`src/rtl/exconv_rgb30a_pack.sv`:
```
// RGB30A packer: four Exp12 lanes (A/R/G/B) to one 32-bit RGB30A word.
// Two-stage valid/ready pipeline with a sticky saturation flag.
module exconv_rgb30a_pack (
   input  logic        clock,
   input  logic        reset,
   input  logic        in_valid,
   output logic        in_ready,
   input  logic [63:0] in_val,
   input  logic [1:0]  in_fmt,
   output logic        out_valid,
   input  logic        out_ready,
   output logic [31:0] out_val,
   output logic        sat_sticky,
   input  logic        sat_clear
);

   typedef struct packed {
      logic       zero;
      logic       ovf;
      logic       sgn;
      logic [3:0] e4;
      logic [3:0] man;
   } fp8_t;

   // mw = stored mantissa width (2..4); man is right-aligned
   function automatic fp8_t fp8_lane(
      input logic [11:0] v,
      input logic        uns,
      input logic [2:0]  mw
   );
      logic [4:0] e;
      logic [5:0] m;
      logic [5:0] mt;
      logic       rb;
      logic [6:0] full;
      logic       carry;
      logic [5:0] er;
      logic [3:0] mask;
      fp8_t       r;
      e     = v[10:6];
      m     = v[5:0];
      mt    = m >> (3'd6 - mw);
      rb    = m[3'd5 - mw];
      full  = {1'b0, mt} + {6'd0, rb};
      carry = full[mw];
      er    = {1'b0, e} + {5'd0, carry};
      mask  = 4'hF >> (3'd4 - mw);
      r.sgn  = v[11] & ~uns;
      r.zero = (uns & v[11]) | (e <= 5'd8);
      r.ovf  = ~r.zero & ((e == 5'd31) | (er > 6'd23));
      r.e4   = er[3:0] - 4'd8;
      r.man  = full[3:0] & mask;
      return r;
   endfunction

   // {sat, field}
   function automatic logic [10:0] lin_lane(
      input logic [11:0] v,
      input logic        uns
   );
      logic [10:0] r;
      if (!uns)
         r = {1'b0, v[11:2]};
      else if (v[11])
         r = {1'b1, 10'h3FF};
      else
         r = {1'b0, v[10:1]};
      return r;
   endfunction

   function automatic logic [7:0] fp8_field(
      input fp8_t l,
      input logic uns,
      input logic wide
   );
      logic [3:0] e4;
      logic [3:0] man;
      logic [7:0] r;
      e4  = l.ovf ? 4'hF : l.e4;
      man = l.ovf ? 4'hF : l.man;
      r   = 8'h00;
      if (!l.zero) begin
         unique case ({uns, wide})
            2'b00: r = {1'b0, l.sgn, e4, man[1:0]};
            2'b01: r = {l.sgn, e4, man[2:0]};
            2'b10: r = {1'b0, e4, man[2:0]};
            2'b11: r = {e4, man};
            default: r = 8'h00;
         endcase
      end
      return r;
   endfunction

   logic              s1_valid;
   logic [1:0]        s1_fmt;
   fp8_t [3:0]        s1_fp;
   logic [2:0][10:0]  s1_lin;
   logic              out_sat;

   logic              s1_adv;
   logic              s2_adv;
   fp8_t [3:0]        d_fp;
   logic [2:0][10:0]  d_lin;
   logic [7:0]        f_a;
   logic [6:0]        f_r;
   logic [7:0]        f_g;
   logic [6:0]        f_b;
   logic [31:0]       s2_val;
   logic              s2_sat;

   assign s2_adv   = !out_valid | out_ready;
   assign s1_adv   = !s1_valid | s2_adv;
   assign in_ready = s1_adv;

   // lanes 1 (G) and 3 (A) are stored 8 bits wide, 0 (B) and 2 (R) 7 bits
   always_comb begin
      d_fp = '0;
      for (int i = 0; i < 4; i++) begin
         d_fp[i] = fp8_lane(in_val[16*i+4 +: 12], in_fmt[0],
                            3'd2 + 3'(i % 2) + {2'b0, in_fmt[0]});
      end
   end

   always_comb begin
      d_lin = '0;
      for (int i = 0; i < 3; i++) begin
         d_lin[i] = lin_lane(in_val[16*i+4 +: 12], in_fmt[0]);
      end
   end

   always_ff @(posedge clock or negedge reset) begin
      if (!reset) begin
         s1_valid <= 1'b0;
         s1_fmt   <= '0;
         s1_fp    <= '0;
         s1_lin   <= '0;
      end else if (s1_adv) begin
         s1_valid <= in_valid;
         if (in_valid) begin
            s1_fmt <= in_fmt;
            s1_fp  <= d_fp;
            s1_lin <= d_lin;
         end
      end
   end

   always_comb begin
      f_a = fp8_field(s1_fp[3], s1_fmt[0], 1'b1);
      f_r = 7'(fp8_field(s1_fp[2], s1_fmt[0], 1'b0));
      f_g = fp8_field(s1_fp[1], s1_fmt[0], 1'b1);
      f_b = 7'(fp8_field(s1_fp[0], s1_fmt[0], 1'b0));
      if (s1_fmt[1]) begin
         s2_val = {s1_fmt, f_a, f_r, f_g, f_b};
         s2_sat = s1_fp[3].ovf | s1_fp[2].ovf |
                  s1_fp[1].ovf | s1_fp[0].ovf;
      end else begin
         s2_val = {s1_fmt, s1_lin[2][9:0], s1_lin[1][9:0],
                   s1_lin[0][9:0]};
         s2_sat = s1_lin[2][10] | s1_lin[1][10] | s1_lin[0][10];
      end
   end

   always_ff @(posedge clock or negedge reset) begin
      if (!reset) begin
         out_valid <= 1'b0;
         out_val   <= '0;
         out_sat   <= 1'b0;
      end else if (s2_adv) begin
         out_valid <= s1_valid;
         if (s1_valid) begin
            out_val <= s2_val;
            out_sat <= s2_sat;
         end
      end
   end

   // a saturating item leaving the block beats a same-cycle clear
   always_ff @(posedge clock or negedge reset) begin
      if (!reset)
         sat_sticky <= 1'b0;
      else if (out_valid & out_ready & out_sat)
         sat_sticky <= 1'b1;
      else if (sat_clear)
         sat_sticky <= 1'b0;
   end

endmodule

```
`config.mk`:
```
export PLATFORM = sky130hd
export DESIGN_NAME = exconv_rgb30a_pack
export DESIGN_NICKNAME = d
export VERILOG_FILES = /design/src/rtl/exconv_rgb30a_pack.sv
export SDC_FILE = /design/constraint.sdc
export NUM_CORES = 1
export LEC_CHECK = 0
export CAP_MARGIN = 10
export CORE_MARGIN = 2
export CORE_UTILIZATION = 42
export DETAILED_ROUTE_END_ITERATION = 10
export PLACE_DENSITY = 0.77
export REMOVE_ABC_BUFFERS = 1
export SLEW_MARGIN = 15
export SYNTH_ARGS = -nofsm -noshare
export SYNTH_HDL_FRONTEND = slang
export SYNTH_SLANG_ARGS = --single-unit
```
`constraint.sdc`:
```
create_clock -name clock -period 2.57 [get_ports clock]
set_clock_uncertainty 0.15 [all_clocks]
set_input_delay 0.6425 -clock clock [delete_from_list [all_inputs] [get_ports clock]]
set_output_delay 0.6425 -clock clock [all_outputs]
set_load 0.005 [all_outputs]
```
==> impl_metrics.py, run 1 <==
metrics = {
    "outcome": {
        "status": "complete, no violations",
    },
    "global_routing": {
        "grt_pass1_wl_um": 24200,
        "grt_overflow": 0,
        "track_usage": 0.203,
        "grt_start_max_net_pins": 44,
        "grt_pass1_vias": 5034,
        "antenna_found_initial": 0,
    },
    "clock_network": {
        "cts_root_buf": "clkbuf_16",
        "htreeDepth": 4,
        "cts_hold_buf": 0,
        "cts_tree": "yes",
        "clk_pin_slew_ns": 0.05,
        "insertion_delay_ns": 0.42,
        "ctsLongestPathBuffers": 2,
        "cts_buffers": 17,
        "cts_sinks": 113,
    },
    "floorplan": {
        "die_area_mm2": 0.0154,
        "core_area_mm2": 0.0140,
        "io_pins": 106,
        "rows": 43,
        "die_h_um": 124,
        "start_util": 0.433,
        "die-width_um": 124,
    },
    "placement": {
        "gp_congestion": 0.832,
        "detailed_place_hpwl_um": 10100,
        "io_buffers": 85,
        "place_inst": 939,
        "pre_cts_ws_ns": -0.605,
        "dpl_cell_area_mm2": 0.00738,
    },
    "pwr": {
        "total_power_mw": 6.06,
        "p_leak_nw": 3.81,
        "ir_drop_mv": 0.573,
        "power_density_mw_per_mm2": 745,
    },
    "finish": {
        "mostFrequentLayoutCells": "nand2_1 (151), dfrtp_1 (113), clkdlybuf4s50_1 (72), o21ai_0 (71), buf_4 (51)",
        "fin_area_mm2": 0.00814,
        "post-route-util": 0.582,
        "drive_above_1_share": 0.174,
        "fin_nets": 866,
        "mostFrequentLayoutCell": "nand2_1",
        "diodes": 0,
        "finalNonFillerCells": 972,
        "synthToLayoutAreaGrowth_pct": 34.3,
    },
    "setup_path": {
        "crit_type": "in -> reg",
        "cp_max_fo": 3,
        "cp-end-kind": "flop",
        "worstRegToRegCells": 5,
        "critPathLaunchType": "input port",
        "cp.arrival_ns": 2.63,
        "cp.required_ns": 2.71,
    },
    "sta": {
        "hold_viol": 0,
        "slew_viol_final": 0,
        "fin_ws_ns": 0.0732,
        "whs_ns": 0.0249,
        "tns_ns": 0,
        "finalSetupViolCount": 0,
        "period_share": 0.972,
        "slew_headroom": 0.633,
        "tightest_slew_ns": 0.550,
        "period_needed_ns": 2.50,
        "fmaxAchievable_ghz": 0.401,
    },
    "synth": {
        "yosysWarnings": 0,
        "ys_ff_latch": 113,
        "netlist_area_mm2": 0.00606,
        "avgSynthCellArea_um2": 9.15,
        "synth_cells": 662,
        "synth_cell_types": 43,
        "synth_ff_type": "dfrtp_1",
        "async_flop_share": 1.00,
        "synth_edf_count": 0,
        "seq_area_frac_synth": 0.467,
    },
    "route": {
        "dr.pass1.iters": 5,
        "viasPerCell": 5.28,
        "routed_wl_um": 14400,
        "routedWlPerCell_um": 14.8,
        "drcViolationCount": 0,
        "ant_nets": 0,
        "drt_iter0_markers": 402,
        "vias": 5131,
    },
    "flow_run": {
        "cap_violations": 0,
    },
    "min_path": {
        "hp-class": "in -> async",
    },
}
[synth_stat cells (all sizes together), types with 2 or more instances]
cell      n  area [µm²]
xor2      6        52.6
o211a     3        30.0
a31oi     5        31.3
mux2     28         349
nand3b    4        30.0
nor4      3        18.8
o31ai     3        22.5
buf      33         239
a21oi    42         210
and4      4        35.0
mux2i    13         130
nand2   153         577
nor2     35         131
nor2b     8        50.1
a21o     16         120
nand2b   24         150
clkbuf   13        50.0
xnor2     8        70.1
nand4     2        12.5
nand3    10        50.1
o311ai    3        26.3
ha       16         200
o21ai    88         452
dfrtp   113        2830
inv       4        15.0
nand4b    4        35.0
or4       3        22.5
o22ai    13        81.3
[critical path: stages]
cell and delay (ns):
dlygate4sd2_1 0.25, mux2_4 0.29, ha_4 0.16, ha_2 0.17
mux2i_1 0.15, nor2_1 0.07, ha_2 0.21, ha_4 0.16
nand4b_1 0.09, a21oi_1 0.05, o311ai_1 0.30, nand2_1 0.08
[path summary, 6_finish.rpt]
path | endpoint | start | slack (ns)
max | s1_fp[20] | in_val[23] | 0.07
min | out_val[14] | reset | 0.02
max reg2reg | out_val[3] | s1_fmt[0] | 0.73
min reg2reg | s1_fp[41] | s1_fp[41] | 0.32
max in group asynchronous | out_val[24] | reset | 1.67
min in group clock | s1_fp[41] | s1_fp[41] | 0.32
[routing by layer]
metal,vias to the layer above,routed length (µm),part of all wire,GRT usage
met5,-,0,0,0
met3,21,716,0.050,0.0513
met1,2457,6610,0.46,0.269
li1,2528,-,-,-
met4,0,234,0.016,0.0730
met2,125,6830,0.47,0.324
[final cells by class]
class / count / area, µm²
Fill cell: 1199 / 5850
Multi-Input combinational cell: 499 / 3050
Sequential cell: 113 / 2830
Timing Repair Buffer: 144 / 1410
Clock buffer: 22 / 474
Tap cell: 180 / 225
Clock inverter: 10 / 133
Inverter: 4 / 15.0
[registers in the layout (all words and copies together), names as in the netlist]
register and cells:
out_sat 1, out_valid 1, sat_sticky 1, out_val 32, s1_valid 1, s1_fp 42
s1_fmt 2, s1_lin 33
[kinds of logic (layout without fill, tap and decap cells)]
group,Yosys count,count (layout),synth area share
adders and majority gates,16,16,0.0330
DFF,113,113,0.467
muxes,41,41,0.0791
AOI/OAI and AO/OA,176,176,0.165
and+or+nand+nor,252,252,0.186
buffers and inverters,50,180,0.0502
xor gates and xnor gates,14,14,0.0202
[where the power goes]
part,switching (mW),internal (mW)
Sequential,0.229,2.10
Clock,0.797,1.59
Combinational,0.595,0.751
Total,1.62,4.44
[repair_timing]
action,in CTS,in global routing
pin swaps,6,10
endpoints found under the setup margin,8,9
gates resized for setup,22,22
setup buffers,0,1
No activity file was read; power rests on OpenSTA's default activity.
==> run 2, diff against run 1 <==
--- a/config.mk
+++ b/config.mk
@@ -9,7 +9,7 @@
 export CORE_MARGIN = 2
 export CORE_UTILIZATION = 42
 export DETAILED_ROUTE_END_ITERATION = 10
-export PLACE_DENSITY = 0.77
+export PLACE_DENSITY = 0.79
 export REMOVE_ABC_BUFFERS = 1
 export SLEW_MARGIN = 15
 export SYNTH_ARGS = -nofsm -noshare
==> constraint.sdc (replaced) <==
create_clock -name clock -period 2 [get_ports clock]
set_clock_uncertainty 0.15 [all_clocks]
set_input_delay 0.5 -clock clock [delete_from_list [all_inputs] [get_ports clock]]
set_output_delay 0.5 -clock clock [all_outputs]
set_load 0.005 [all_outputs]
==> impl_metrics.py, run 2 (synthesis gave the netlist of run 1 again) <==
metrics = {
    "setup_path": {
        "worst-path-buf-inv": 4,
        "cp_top_family": "compound AO/OA/AOI/OAI gates",
        "cp.arrival_ns": 2.39,
        "path_cells": "buf_16 -> buf_4 -> buf_8 -> buf_8 -> o21ai_4 -> ha_4 -> nand3_2 -> a21oi_2 -> ha_2 -> ha_4 -> a31oi_4 -> o311ai_1 -> nand2_1",
        "critPathLaunchType": "input port",
        "crit_type": "in -> reg",
        "cp.required_ns": 2.13,
        "cp_max_fo": 7,
        "cp-end-kind": "flop",
        "r2r_slack_ns": 0.28,
        "cpMaxStageDelayCell": "o311ai_1",
        "cp_slowest_stage_delay_ns": 0.29,
    },
    "finish": {
        "diodes": 0,
        "regArea_mm2": 0.00283,
        "largestRegisters": "s1_fp (42), s1_lin (33), out_val (32)",
        "drive_above_1_share": 0.231,
        "largest_reg_flops": 42,
        "regMostFlops": "s1_fp",
        "synthToLayoutAreaGrowth_pct": 41.4,
        "mostFrequentLayoutCells": "nand2_1 (149), dfrtp_1 (113), buf_4 (74), clkdlybuf4s50_1 (65), o21ai_0 (64)",
        "nFillCells": 1145,
        "mostFrequentLayoutCell": "nand2_1",
        "multi_input_area_mm2": 0.00322,
        "fin_nets": 901,
    },
    "floorplan": {
        "rows": 43,
        "core_area_mm2": 0.0140,
        "die_h_um": 124,
        "die_area_mm2": 0.0154,
        "io_pins": 106,
        "start_util": 0.433,
        "die-width_um": 124,
    },
    "route": {
        "viasPerCell": 5.25,
        "ant_nets": 0,
        "drcViolationCount": 0,
        "drt_iter0_markers": 391,
        "vias": 5280,
        "routedWlPerCell_um": 15.5,
        "routed_wl_um": 15600,
        "dr.pass1.iters": 4,
    },
    "pwr": {
        "p_leak_nw": 3.99,
        "cell_internal_pwr_mw": 5.54,
        "power_density_mw_per_mm2": 891,
        "p_clk_frac": 0.364,
        "swShare": 0.274,
        "seq_power_share": 0.390,
        "ir_drop_mv": 0.606,
        "p_sw_mw": 2.09,
        "combPwrFrac": 0.245,
    },
    "outcome": {
        "status": "finished, violations left",
        "failed_checks": "setup timing",
    },
    "placement": {
        "gp_congestion": 0.901,
        "pre_cts_ws_ns": -1.09,
        "io_buffers": 85,
        "detailed_place_hpwl_um": 10500,
    },
    "sta": {
        "finalSetupViolCount": 10,
        "slew_viol_final": 0,
        "fin_ws_ns": -0.261,
        "fmaxAchievable_ghz": 0.442,
        "hold_viol": 0,
        "period_needed_ns": 2.26,
        "period_share": 1.13,
        "rsz0062_at_grt": "true",
        "whs_ns": 0.316,
        "tightest_slew_ns": 0.495,
        "slew_headroom": 0.670,
    },
    "clock_network": {
        "insertion_delay_ns": 0.40,
        "cts_buffers": 17,
        "ctsLongestPathBuffers": 2,
        "htreeDepth": 4,
        "cts_root_buf": "clkbuf_16",
        "cts_sinks": 113,
        "cts_tree": "yes",
        "clk_pin_slew_ns": 0.05,
    },
    "global_routing": {
        "grt_start_max_net_pins": 75,
        "grt_pass1_wl_um": 25500,
        "track_usage": 0.214,
        "grt_pass1_vias": 5185,
        "grt_overflow": 0,
        "antenna_found_initial": 0,
    },
    "flow_run": {
        "cap_violations": 0,
    },
    "min_path": {
        "hp-class": "reg -> reg",
    },
}
-- run 2: per-layer routing --
metal | global-route usage | share of wire
met1 | 0.277 | 0.44
met2 | 0.354 | 0.49
met3 | 0.0467 | 0.051
met4 | 0.0737 | 0.014
met5 | 0 | 0
-- run 2: worst paths after layout --
| check | startpoint | endpoint | cells after the start |
|---|---|---|---|
| setup / recovery | in_fmt[0] | s1_fp[42] | 13 |
| hold / removal | s1_fp[41] | s1_fp[41] | 2 |
| setup reg to reg | s1_fmt[0] | out_val[10] | 5 |
| hold reg to reg | s1_fp[41] | s1_fp[41] | 2 |
| max in group asynchronous | reset | s1_lin[29] | 3 |
| min in group asynchronous | reset | s1_lin[14] | 3 |
-- run 2: cell type report --
| cell class | instances | share of cell area |
|---|---|---|
| tap | 180 | 0.0263 |
| clock inverter | 5 | 0.00292 |
| sequential | 113 | 0.330 |
| inverter | 4 | 0.00175 |
| multi-input combinational | 499 | 0.376 |
| clock buffer | 26 | 0.0618 |
| timing repair buffer | 179 | 0.201 |
-- run 2: metrics by stage --
stage | cell area, µm² | util | power (mW) | TNS, ns | instances
finish | 8560 | 0.612 | 7.63 | -1.42 | 1006
global route | 8560 | 0.612 | 8.06 | -2.08 | 1006
CTS | 8450 | 0.604 | 7.65 | -1.03 | 1000
detailed placement | 7550 | 0.540 | 4.78 | -19.76 | 962
global placement | 7550 | 0.540 | 4.73 | -18.20 | 962
floorplan | 5770 | - | 3.77 | -24.03 | 616
-- run 2: what timing repair did --
item | 4_1_cts | 5_1_grt
buffers inserted | 6 | 7
hold buffers | 1 | 0
setup endpoints to repair | 21 | 15
gates resized for setup | 89 | 24
endpoints found under the hold margin | 74 | 0
pin swaps | 22 | 23
-- run 2: worst min-delay path: stages (launching register included) --
cell     delay, ns
dfrtp_1       0.34
nand2_1       0.05
nand2_1       0.04
-- run 2: power by group through the flow --
stage / Clock, mW / Combinational, mW / Sequential [mW]
finish: 2.78 / 1.87 / 2.98
global route: 2.95 / 2.08 / 3.03
CTS: 2.82 / 1.86 / 2.98
detailed placement: 0 / 1.77 / 3.01
global placement: 0 / 1.73 / 3.00
floorplan: 0 / 0.781 / 2.99
==> run 3, diff against run 2 <==
--- a/config.mk
+++ b/config.mk
@@ -9,7 +9,7 @@
 export CORE_MARGIN = 2
 export CORE_UTILIZATION = 42
 export DETAILED_ROUTE_END_ITERATION = 10
-export PLACE_DENSITY = 0.79
+export PLACE_DENSITY = 0.65
 export REMOVE_ABC_BUFFERS = 1
 export SLEW_MARGIN = 15
 export SYNTH_ARGS = -nofsm -noshare
==> impl_metrics.py, run 3 (synthesis gave the netlist of run 1 again) <==
metrics = {
    "global_routing": {
        "grt_pass1_wl_um": 26300,
        "top_usage_layer": "met2",
        "use_met3": 0.0430,
        "grt_use_met2": 0.365,
        "grt_start_max_net_pins": 51,
        "track_usage": 0.221,
        "use_met1": 0.290,
        "antenna_found_initial": 0,
        "grt_overflow": 0,
        "grt_pass1_vias": 5375,
    },
    "setup_path": {
        "crit-reg2reg-capture": "s1_lin[14]",
        "cp_max_fo": 5,
        "worstRegToRegCells": 8,
        "crit_type": "in -> reg",
        "cp-end-kind": "flop",
        "critPathLaunchType": "input port",
        "cp.arrival_ns": 2.49,
        "r2r_start": "out_valid",
        "cp.required_ns": 2.14,
        "r2r_slack_ns": 0.26,
    },
    "clock_network": {
        "ctsLongestPathBuffers": 2,
        "clk_pin_slew_ns": 0.05,
        "cts_buffers": 17,
        "cts_sinks": 113,
        "cts_tree": "yes",
        "insertion_delay_ns": 0.42,
        "htreeDepth": 4,
        "cts_root_buf": "clkbuf_16",
    },
    "route": {
        "dr.pass1.iters": 5,
        "routed_wl_um": 16500,
        "routedWlPerCell_um": 16.4,
        "vias": 5419,
        "ant_nets": 0,
        "viasPerCell": 5.41,
        "drcViolationCount": 0,
        "drt_iter0_markers": 461,
    },
    "sta": {
        "rsz0062_at_grt": "true",
        "slew_headroom": 0.700,
        "slew_viol_final": 0,
        "period_share": 1.18,
        "hold_viol": 0,
        "tns_ns": -1.88,
        "fmaxAchievable_ghz": 0.425,
        "tightest_slew_ns": 0.450,
        "finalSetupViolCount": 11,
        "fin_ws_ns": -0.350,
        "whs_ns": 0.318,
        "period_needed_ns": 2.35,
    },
    "finish": {
        "fin_area_mm2": 0.00862,
        "mostFrequentLayoutCells": "nand2_1 (147), dfrtp_1 (113), buf_4 (70), clkdlybuf4s50_1 (66), o21ai_0 (65)",
        "regMostFlops": "s1_fp",
        "largest_reg_flops": 42,
        "mostFrequentLayoutCell": "nand2_1",
        "largestRegisters": "s1_fp (42), s1_lin (33), out_val (32)",
        "finalNonFillerCells": 1002,
        "synthToLayoutAreaGrowth_pct": 42.2,
        "diodes": 0,
        "post-route-util": 0.616,
        "drive_above_1_share": 0.235,
        "fin_nets": 897,
    },
    "placement": {
        "place_inst": 955,
        "detailed_place_hpwl_um": 10900,
        "io_buffers": 85,
        "dpl_cell_area_mm2": 0.00750,
        "pre_cts_ws_ns": -1.13,
        "gp_congestion": 0.845,
    },
    "floorplan": {
        "rows": 43,
        "die_h_um": 124,
        "start_util": 0.433,
        "core_area_mm2": 0.0140,
        "io_pins": 106,
        "die_area_mm2": 0.0154,
        "die-width_um": 124,
    },
    "min_path": {
        "holdPathStages": 2,
        "hp-class": "reg -> reg",
        "hold_end": "s1_fp[41]",
        "hp-start": "s1_fp[41]",
    },
    "flow_run": {
        "cap_violations": 0,
    },
    "pwr": {
        "power_density_mw_per_mm2": 903,
        "total_power_mw": 7.78,
        "p_leak_nw": 3.99,
        "ir_drop_mv": 0.657,
    },
    "outcome": {
        "status": "finished, violations left",
        "failed_checks": "setup timing",
    },
}
==> run 3: metal layers <==
layer,share of wire,vias to the layer above
met5,0,-
met4,0.018,0
met3,0.047,31
met2,0.49,146
met1,0.45,2659
li1,-,2583
==> run 3: worst max path at each step <==
| stage | from | to |
|---|---|---|
| final | in_fmt[0] | s1_fp[31] |
| after global routing | in_fmt[0] | s1_fp[31] |
| after CTS | in_fmt[0] | s1_fp[20] |
| after detailed placement | in_val[23] | s1_fp[20] |
| after global placement | in_val[23] | s1_fp[20] |
| after floorplan | in_fmt[0] | s1_fp[20] |
==> run 3: critical path: stages <==
cell and delay, ns:
buf_8 0.10, buf_12 0.14, buf_12 0.12, mux2_4 0.31
ha_4 0.18, ha_4 0.16, inv_2 0.06, o21ai_4 0.06
ha_4 0.18, ha_4 0.16, nand4b_1 0.12, a21oi_2 0.05
o31ai_1 0.26, o21ai_1 0.09
==> run 3: area by class of cell <==
type / count / area (µm²)
timing repair buffer: 175 / 1700
fill: 1175 / 5370
sequential: 113 / 2830
inverter: 4 / 15.0
clock inverter: 5 / 50.0
multi-input combinational: 499 / 3280
tap: 180 / 225
clock buffer: 26 / 519
==> run 3: what timing repair did <==
action / CTS / global route
gates cloned: 1 / 0
setup buffers: 9 / 6
resized for setup: 88 / 24
hold endpoints to repair: 26 / 0
hold buffers: 1 / 0
endpoints found under the setup margin: 19 / 18
pin swaps: 30 / 22
==> run 3: report_power, final <==
part | internal, mW | switching (mW)
logic | 1.05 | 0.847
clock network | 1.89 | 0.999
registers | 2.70 | 0.290
==> patch (settings of run 3) <==
Make the reset (`reset`) synchronous in 3 clocked blocks.
--- a/src/rtl/exconv_rgb30a_pack.sv
+++ b/src/rtl/exconv_rgb30a_pack.sv
@@ -129,5 +129,5 @@
    end
 
-   always_ff @(posedge clock or negedge reset) begin
+   always_ff @(posedge clock) begin
       if (!reset) begin
          s1_valid <= 1'b0;
@@ -161,5 +161,5 @@
    end
 
-   always_ff @(posedge clock or negedge reset) begin
+   always_ff @(posedge clock) begin
       if (!reset) begin
          out_valid <= 1'b0;
@@ -176,5 +176,5 @@
 
    // a saturating item leaving the block beats a same-cycle clear
-   always_ff @(posedge clock or negedge reset) begin
+   always_ff @(posedge clock) begin
       if (!reset)
          sat_sticky <= 1'b0;
Behaviour: differs if reset is asserted again (counterexample within 4 cycles, from zero or initial values and one cycle with reset low); with reset held inactive, the same outputs for 4 cycles.
==> patch against run 3 <==
The run still ends with negative setup slack left; sequential cell count unchanged; worst setup slack improved by 0.048 ns; routed wire length increased by 3.3%; sequential share of layout area decreased by 5.5 points; fmax increased by 2.1%; power decreased by 11%; final area decreased by 3.9%; synthesized area decreased by 6.8%; critical endpoint is now s1_fp[20]; largest power group is now clock.
==> patch: results (changes against run 3) <==
* Status: finished with violations
* Failing checks: negative setup slack
* WP data arrival at 2.49 ns (about the same)
* Sequential fraction of the synthesis area at 0.400 (-0.0663)
* Worst Hold Path EP: s1_lin[22]
* Max Cap Viol at 0 (unchanged)
* H-Tree Depth at 4 (unchanged)
* Via density at 5.51 (+1.9%)
* Synth cell count leaders: dfxtp_1 (113), nand2_1 (71), a21oi_1 (65)
* Cells after DPL at 940 (-1.6%)
* Worst-path fanout max at 6 (+1)
* Hold path start: in_val[38]
* P&R area growth vs syn at 46.6%
* Number of library cell types mapped by synthesis at 51 (+19%)
* Share of layout cells above drive strength 1 at 0.271 (+0.0358)
* Final setup vio count at 11 (unchanged)
* Comb power at 1.12 mW (-41%)
* Largest net degree at the start of global routing at 59 (+16%)
* Routability Congestion at 0.944 (+12%)
* Worst hold path stage count at 3 (+1)
* Pre-CTS setup slack at -1.13 ns (-0.000310 ns)
* Final setup TNS at -1.15 ns (+0.731 ns)
* Global-route usage over all layers at 0.241 (+0.0203)
* Hold crit path type: in -> reg
* Final WS setup at -0.303 ns (+0.0477 ns)
* YS warnings at 0 (unchanged)
* Crit-path slowest cell: a2111oi_4
* Number of global-route vias before repair at 5631 (+4.8%)
* Non-filler instance count after layout at 989 (-1.3%)
* Comb pwr share at 0.162 (-0.082)
* Switching pwr at 1.68 mW (-21%)
* ANT cells at 0 (unchanged)
* Reg2Reg Launch Point: s1_valid
* Cells after synthesis at 653 (-1.4%)
* Antenna Violating Nets Remaining at 0 (unchanged)
* Max clock buf depth at 2 (unchanged)
* Critical path endpoint: s1_fp[20]
* Tightest Pin Transition at 0.447 ns (-0.00296 ns)
* Post-cts sizing count at 116 (+32%)
* CP Launch Point: in_fmt[0]
* Async set-reset flop share out of synthesis at 0 (-1.00)
* Post-CTS Setup Bufs at 13 (+4)
* DP HPWL at 10.9 mm (about the same)
* Global-route wire length before repair at 27.4 mm (+4.3%)
* Final #Nets at 887 (-1.1%)
* Static Leak at 3.26 nW (-18%)
* CTS buffer count at 17 (unchanged)
* Filler cells at 1090 (-7.2%)
* Final WL at 17.0 mm (+3.3%)
* Critical Path Max Stage Delay at 0.39 ns (+0.08 ns)
* R2r setup slk at 0.18 ns (-0.08 ns)
* Worst reg2reg path depth at 7 (-1)
* Sequential Area at 2270 sq um (-20%)
* Largest cells by area after synthesis: dfxtp_1 (40%), mux2i_1 (5.8%), a21oi_1 (5.8%)
* DP Area at 7090 sq um (-5.5%)
* Seq group at 2.52 mW (-16%)
* Initial DRC count at 371 (-20%)
* Max rail drop VDD at 0.000573 V (-13%)
* Min Hold Slack at 0.265 ns (-0.0532 ns)
-- patch: final cells by class --
type / count / share of cell area
clock buffers: 23 / 0.0589
multi-input cells: 478 / 0.415
flip-flops and latches: 113 / 0.274
inverters: 9 / 0.00408
clock inverters: 9 / 0.0184
repair buffers: 181 / 0.204
well taps: 176 / 0.0266
-- patch: per-layer routing --
layer | up-vias | global-route usage | share of wire
li1 | 2630 | - | -
met1 | 2614 | 0.297 | 0.43
met2 | 174 | 0.412 | 0.49
met3 | 33 | 0.0528 | 0.055
met4 | 0 | 0.0860 | 0.020
met5 | - | 0 | 0
-- patch: cells by family after synthesis --
kind of cell,count (synthesis),share of synthesized area
xor gates and xnor gates,14,0.0217
and+or+nand+nor,190,0.157
buffers and inverters,62,0.0589
AOI/OAI and AO/OA,199,0.217
DFF,113,0.400
muxes,59,0.110
adders and majority gates,16,0.0354
-- patch: worst min-delay path: stages --
cell and delay (ns):
buf_2 0.09, mux2i_1 0.06, a21oi_1 0.13
